### src/rtl/imem_loader.sv
// Byte-stream program loader: assembles little-endian 32-bit words from a byte
// stream and writes them to instruction memory starting at BASE_ADDR.
module imem_loader #(
    parameter int                       ADDRESS_WIDTH = 32,
    parameter int                       DATA_WIDTH    = 32,
    parameter logic [ADDRESS_WIDTH-1:0] BASE_ADDR     = 32'hBFC00000,
    parameter int                       MAX_WORDS     = 1024
) (
    input  logic                     clk,
    input  logic                     rst,
    input  logic                     start,
    input  logic [10:0]              num_words,
    input  logic                     byte_valid,
    input  logic [7:0]               byte_data,
    output logic                     byte_ready,
    output logic                     wr_en,
    output logic [ADDRESS_WIDTH-1:0] wr_addr,
    output logic [DATA_WIDTH-1:0]    wr_data,
    output logic                     busy,
    output logic                     done,
    output logic                     error,
    output logic [10:0]              word_count
);

    typedef enum logic [1:0] {
        S_IDLE    = 2'd0,
        S_COLLECT = 2'd1,
        S_WRITE   = 2'd2,
        S_DONE    = 2'd3
    } state_t;

    localparam logic [11:0] MAX_W = 12'(MAX_WORDS);

    state_t                 state;
    state_t                 state_next;
    logic [10:0]            num_words_q;
    logic [1:0]             byte_idx;
    logic [DATA_WIDTH-1:0]  shreg;
    logic                   arm;
    logic                   empty_req;
    logic                   oversize;
    logic                   accept;
    logic                   last_word;
    logic [10:0]            count_inc;

    // Handshake: a byte moves on a rising edge where byte_valid && byte_ready;
    // byte_ready depends on state only, never on byte_valid.
    assign byte_ready = (state == S_COLLECT);
    assign wr_en      = (state == S_WRITE);
    assign busy       = (state == S_COLLECT) || (state == S_WRITE);
    assign done       = (state == S_DONE);

    assign arm       = start && ((state == S_IDLE) || (state == S_DONE));
    assign empty_req = (num_words == 11'd0);
    assign oversize  = ({1'b0, num_words} > MAX_W);
    assign accept    = byte_valid && byte_ready;
    assign count_inc = word_count + 11'd1;
    assign last_word = (count_inc == num_words_q);

    always_ff @(posedge clk or posedge rst) begin
        if (rst) begin
            state <= S_IDLE;
        end else begin
            state <= state_next;
        end
    end

    always_comb begin
        state_next = state;
        case (state)
            S_IDLE, S_DONE: begin
                if (arm) begin
                    if (empty_req || oversize) begin
                        state_next = S_DONE;
                    end else begin
                        state_next = S_COLLECT;
                    end
                end
            end
            S_COLLECT: begin
                if (accept && (byte_idx == 2'd3)) begin
                    state_next = S_WRITE;
                end
            end
            S_WRITE: begin
                state_next = last_word ? S_DONE : S_COLLECT;
            end
            default: state_next = S_IDLE;
        endcase
    end

    always_ff @(posedge clk or posedge rst) begin
        if (rst) begin
            num_words_q <= '0;
            word_count  <= '0;
            byte_idx    <= '0;
            shreg       <= '0;
            wr_data     <= '0;
            wr_addr     <= '0;
            error       <= 1'b0;
        end else begin
            if (arm) begin
                num_words_q <= num_words;
                word_count  <= '0;
                byte_idx    <= '0;
                error       <= oversize;
            end
            if (accept) begin
                shreg[{byte_idx, 3'b000} +: 8] <= byte_data;
                byte_idx                       <= byte_idx + 2'd1;
                // Latch the completed word and its address as the last byte lands.
                if (byte_idx == 2'd3) begin
                    wr_data <= {byte_data, shreg[DATA_WIDTH-9:0]};
                    wr_addr <= BASE_ADDR + ADDRESS_WIDTH'({word_count, 2'b00});
                end
            end
            if (state == S_WRITE) begin
                word_count <= count_inc;
            end
        end
    end

endmodule

### config.mk
export PLATFORM = sky130hd
export DESIGN_NAME = imem_loader
export DESIGN_NICKNAME = d
export VERILOG_FILES = /design/src/rtl/imem_loader.sv
export SDC_FILE = /design/constraint.sdc
export NUM_CORES = 1
export LEC_CHECK = 0
export BUFFER_PORTS_ARGS = -buffer_cell sky130_fd_sc_hd__buf_2
export CAP_MARGIN = 20
export CORE_MARGIN = 2
export CORE_UTILIZATION = 60
export CTS_BUF_LIST = sky130_fd_sc_hd__clkbuf_2
export DETAILED_ROUTE_END_ITERATION = 8
export GPL_TIMING_DRIVEN = 0
export PLACE_DENSITY = 0.95
export RECOVER_POWER = 50
export SLEW_MARGIN = 20
export SYNTH_ARGS = -nofsm -noshare
export SYNTH_HDL_FRONTEND = slang
export SYNTH_SLANG_ARGS = --single-unit
### constraint.sdc
create_clock -name clk -period 5.3 [get_ports clk]
set_input_delay 1.06 -clock clk [delete_from_list [all_inputs] [get_ports clk]]
set_output_delay 1.06 -clock clk [all_outputs]
set_load 0.01 [all_outputs]
# Yosys cells after proc, flatten, opt, wreduce, memory -nomap -nowiden

Cells that the tools add are included.

Add/sub/neg operators: 4
$lt $le $gt $ge: 1
Eq/ne operators: 7
Shift-type cells: 2
Multiplexer cells: 10
Reduce and logical (&&, ||, !) cells: 13

Operator list:

| kind                   | count |
|---|---|
| $add 32x13->32 const A | 1 |
| $bwmux 32              | 1 |
| $shift 8x7->32 const A | 1 |
| $shiftx 8x7->32        | 1 |
| $mux 11                | 2 |
| $mux 2                 | 6 |
| $add 11x1->11 const B  | 1 |
| $eq 11x11->1           | 1 |
| $gt 11x11->1 const B   | 1 |
| $logic_not 11->1       | 1 |
| $neg 5->7              | 1 |
| $eq 2x2->1 const B     | 3 |
| $pmux 2 s3             | 1 |
| $reduce_and 2->1       | 2 |
| $reduce_bool 2->1      | 2 |
| $logic_and 1x1->1      | 3 |
| $logic_or 1x1->1       | 3 |
| $add 2x1->2 const B    | 1 |
| $eq 2x1->1 const B     | 1 |
| $logic_not 2->1        | 1 |
| $ne 2x1->1 const B     | 1 |
| $ne 2x2->1 const B     | 1 |
| $reduce_or 2->1        | 1 |

Register bits after elaboration: 123
Bits of input ports: 23
Output and inout bits: 80
Logic and storage cells: 45

# Logic depth before layout (Yosys ltp)

Depth after elaboration: 5
Mapped depth: 9
Gate-level depth less buffers: 8

# Least setup slack after synthesis

No wires, ideal clock.

Kind: input to register
Start point: input port byte_valid
End point: register wr_addr[11]
Library setup time: 0.125 ns
Data arrival time: 2.134 ns
Setup slack: 3.041 ns
Stages: 5
Path buffers: 2
Path through: and2_1 -> buf_2 -> nand2_1 -> buf_2 -> mux2_2

Cells in the longest elaborated chain, start to end: 2

Ends and longest elaborated chain:

| element                           | line | RTL |
|---|---|---|
| start, declared                   | 13   | `input logic byte_valid,` |
| $logic_and 1x1->1                 | 56   | `assign accept = byte_valid && byte_ready;` |
| $reduce_and 2->1 (no source line) | --   |  |
| end signal, assigned              | 114  | `wr_addr <= BASE_ADDR + ADDRESS_WIDTH'({word_count, 2'b00});` |
| end, declared                     | 17   | `output logic [ADDRESS_WIDTH-1:0] wr_addr,` |

Every way passes these cells.
A chain may end at the register's enable or synchronous reset.

# Worst setup path in the final report

Start point: register state[0]
End point: output port busy

Cells in the longest elaborated chain, start to end: 2

Ends and longest elaborated chain:

| element                                         | line | RTL |
|---|---|---|
| start, declared                                 | 34   | `state_t state;` |
| start signal, assigned                          | 64   | `state <= state_next;` |
| $eq 2x1->1 / $eq 2x2->1 (equally long branches) | 50   | `assign busy = (state == S_COLLECT) \|\| (state == S_WRITE);` |
| $logic_or 1x1->1 *                              | 50   |  |
| end, declared                                   | 19   | `output logic busy,` |

Every way passes the cells marked *; elsewhere a longest branch is shown, timed or not.

==> impl_metrics.csv <==
group,metric,value,unit
critical_path,slowest_delay,0.46,ns
power_and_ir_drop,clkPwrFrac,15.5,%
routing,ant_nets,0,
critical_path,reg2reg_to,"wr_addr[7]$_DFFE_PP0P_",
floorplanning,ios,103,
clock_network,cts_tree,"yes",
min_path,min_from,"error$_DFFE_PP0P_",
sta,min_period,2.72,ns
power_and_ir_drop,max-vdd-ir-drop,349,uV
logic_synthesis,synth_area_leader_cell,"dfrtp_1",
critical_path,crit_type,"register to output port",
final_layout,mostFrequentLayoutCells,"dfrtp_1 (95), buf_2 (91), mux2_2 (54), a22o_1 (24), nand2_1 (22)",
outcome,status,"finished, violations left",
placed_design,io_buffer_count,90,
min_path,hold_depth,2,
global_route,grt_pass1_vias,3026,
logic_synthesis,syn_area_per_cell,12.5,um^2
global_route,antenna_found_initial,0,
sta,maxSlewHeadroom,-41.8,%
power_and_ir_drop,powerDensity,430,nW/um^2
routing,drc,0,
floorplanning,coreArea,7140,um^2
logic_synthesis,yosysSeqAreaShare,54.4,%
logic_synthesis,synth_top_area_share,54.4,%
clock_network,path_clk_slew,0.28,ns
logic_synthesis,synthCells,349,
routing,firstDrtPassIters,4,
critical_path,crit_top_cell,"inv_1",
clock_network,clock_tree.root_cell,"clkbuf_2",
critical_path,setup.worst_path.start,"state[0]$_DFFE_PP0P_",
logic_synthesis,synth_cell_types,48,
sta,grt_setup_unrepaired,"no",
logic_synthesis,syn-cell-area,4370,um^2
final_layout,final_nets,495,
critical_path,worstPathArrival,1.66,ns
sta,tightest_slew,2.12,ns
routing,drt-vias-per-instance,5.53,
clock_network,ctsResizeCount,0,
sta,fin_ws,2.58,ns
floorplanning,die_h,89.3,um
power_and_ir_drop,power,0.00219,W
logic_synthesis,synthArstFlopShare,100,%
sta,min_period_over_period,51.4,%
final_layout,fillers,527,
global_route,grt_max_degree,50,
critical_path,crit_chain,"inv_1, ha_1, inv_1, buf_2",
global_route,grt_overflow_total,0,
logic_synthesis,synth_top_cells_by_area,"dfrtp_1 (54%), mux2_2 (14%), a22o_1 (4.8%)",
placed_design,dp_hpwl,6980,um
routing,vias,3129,
sta,hold_viol,0,
final_layout,drive_above_1_share,42.6,%
floorplanning,initial_utilization,61.2,%
critical_path,required,4.24,ns
min_path,hold_end,"error$_DFFE_PP0P_",
outcome,violations,"capacitance limit, slew limit",
global_route,grt_use_total,24.7,%
sta,finalSetupViolations,0,
floorplanning,die_area,7980,um^2
routing,wl_per_cell,16.5,um
routing,wl,9360,um
logic_synthesis,ys_seq_elements,95,
final_layout,layout_commonest_cell,"dfrtp_1",
sta,max_freq,0.367,GHz
clock_network,cts_buffer_depth,2,
global_route,grt_pass1_wl,14900,um
logic_synthesis,yosysWarnings,0,
placed_design,place_congestion,0.894,
power_and_ir_drop,p_leak,2.69,nW
power_and_ir_drop,combPwrFrac,37.2,%
run,maxCapViolCount,1,
clock_network,cts.sinks,95,
clock_network,cts.htree.levels,3,
critical_path,worstPathMaxFanout,4,
critical_path,worst_path_max_delay_cell,"dfrtp_1",
power_and_ir_drop,p_switching,0.000823,W
critical_path,rr_startpoint,"state[1]$_DFFE_PP0P_",
min_path,hold_path_class,"register to register",
power_and_ir_drop,swShare,37.6,%
placed_design,dp_cells,550,
logic_synthesis,synthFlopType,"dfrtp_1",
floorplanning,rows,31,
clock_network,hold_buffers,0,
critical_path,r2r_cells,7,
power_and_ir_drop,pwr-share-seq,47.2,%
critical_path,reg2reg_slack,2.75,ns
clock_network,clock_latency,0.58,ns
final_layout,synthToLayoutAreaGrowth,16.6,%
floorplanning,die_w,89.3,um
placed_design,pre_cts_ws,2.62,ns
routing,first_iter_violations,124,
critical_path,crit_path_end_kind,"output port",
final_layout,n_antenna_cell,0,
final_layout,final_cells,566,
sta,hold_ws,0.531,ns
logic_synthesis,synth-edff-count,0,
sta,clock_skew,0.0226,ns
clock_network,cts_made_buffers,9,
clock_network,cts_setup_buffers,0,
sta,setup_tns,0,ns
critical_path,cp-start-kind,"register",
sta,slew_violations,49,
power_and_ir_drop,power.internal,0.00137,W
==> state kept, by name (all words and copies together), names as in the netlist <==
| name | flops |
|---|---|
| wr_data | 32 |
| shreg | 24 |
| wr_addr | 12 |
| num_words_q | 11 |
| word_count | 11 |
| byte_idx | 2 |
| state | 2 |
| error | 1 |
==> cell families (layout without fill, tap and decap cells) <==
| kind of cell | after synthesis | after routing | synth area share, % |
|---|---|---|---|
| muxes | 59 | 59 | 15.1 |
| DFF | 95 | 95 | 54.4 |
| buffers and inverters | 44 | 151 | 6.16 |
| AOI/OAI and AO/OA | 58 | 58 | 9.74 |
| xor gates and xnor gates | 13 | 13 | 2.61 |
| and+or+nand+nor | 69 | 69 | 9.05 |
| adders and majority gates | 10 | 10 | 2.86 |
| other | 1 | 12 | 0.0859 |
==> per-layer routing <==
layer / GRT usage [%] / wire (um) / vias up
li1: - / - / 1446
met1: 31.8 / 3950 / 1575
met2: 42.3 / 4840 / 98
met3: 4.62 / 453 / 10
met4: 8.01 / 116 / 0
met5: 0 / 0 / -
==> layout make-up <==
type	count	area, um^2	share of cell area [%]
sequential	95	2380	46.7
multi-input combinational	221	1760	34.5
timing repair buffer	91	462	9.06
buffer	36	236	4.64
tap	99	124	2.43
clock inverter	7	61.3	1.20
clock buffer	9	45.0	0.884
inverter	8	31.3	0.614
==> power by group through the flow <==
stage	Sequential (W)	Clock (W)	Combinational (W)
floorplan	0.00105	0	0.000543
global placement	0.00103	0	0.000765
detailed placement	0.00105	0	0.000815
CTS	0.00103	0.000341	0.000819
global route	0.00106	0.000367	0.000900
finish	0.00103	0.000340	0.000815
==> worst max-delay path by stage <==
| stage | endpoint | depth (start not counted) |
|---|---|---|
| after floorplan | byte_idx[0]$_DFFE_PP0P_ | 1 |
| after global placement | error$_DFFE_PP0P_ | 2 |
| after detailed placement | wr_data[6]$_DFFE_PP0P_ | 6 |
| after CTS | busy | 4 |
| after global routing | busy | 4 |
| final | busy | 4 |
==> Yosys cell counts (2+ instances only) <==
library cell	n
a22o_1	24
nand2_2	3
ha_1	10
a21oi_1	5
dfrtp_1	95
nand4_1	2
nand2_1	22
o311a_1	2
buf_4	20
buf_6	2
nor2b_1	2
nand3_1	9
mux2_2	54
inv_1	8
xnor2_1	7
clkbuf_1	3
buf_2	10
nand2b_1	4
nor4b_2	3
mux2i_1	5
nor2_1	9
nor4_1	2
xor2_1	6
o21ai_0	18
==> per-stage QoR <==
| step | utilization [%] | instance area, um^2 |
|---|---|---|
| after floorplan | - | 4410 |
| after global placement | 69.8 | 4980 |
| after detailed placement | 70.1 | 5010 |
| after CTS | 71.6 | 5110 |
| after global routing | 71.4 | 5090 |
| final | 71.4 | 5090 |
==> critical path: cells and delay by family, from the launching register on <==
family,cells,cell delay [ns]
DFF,1,0.46
adders and majority gates,1,0.34
buffers and inverters,3,0.30
(Power assumes the default switching activity.)
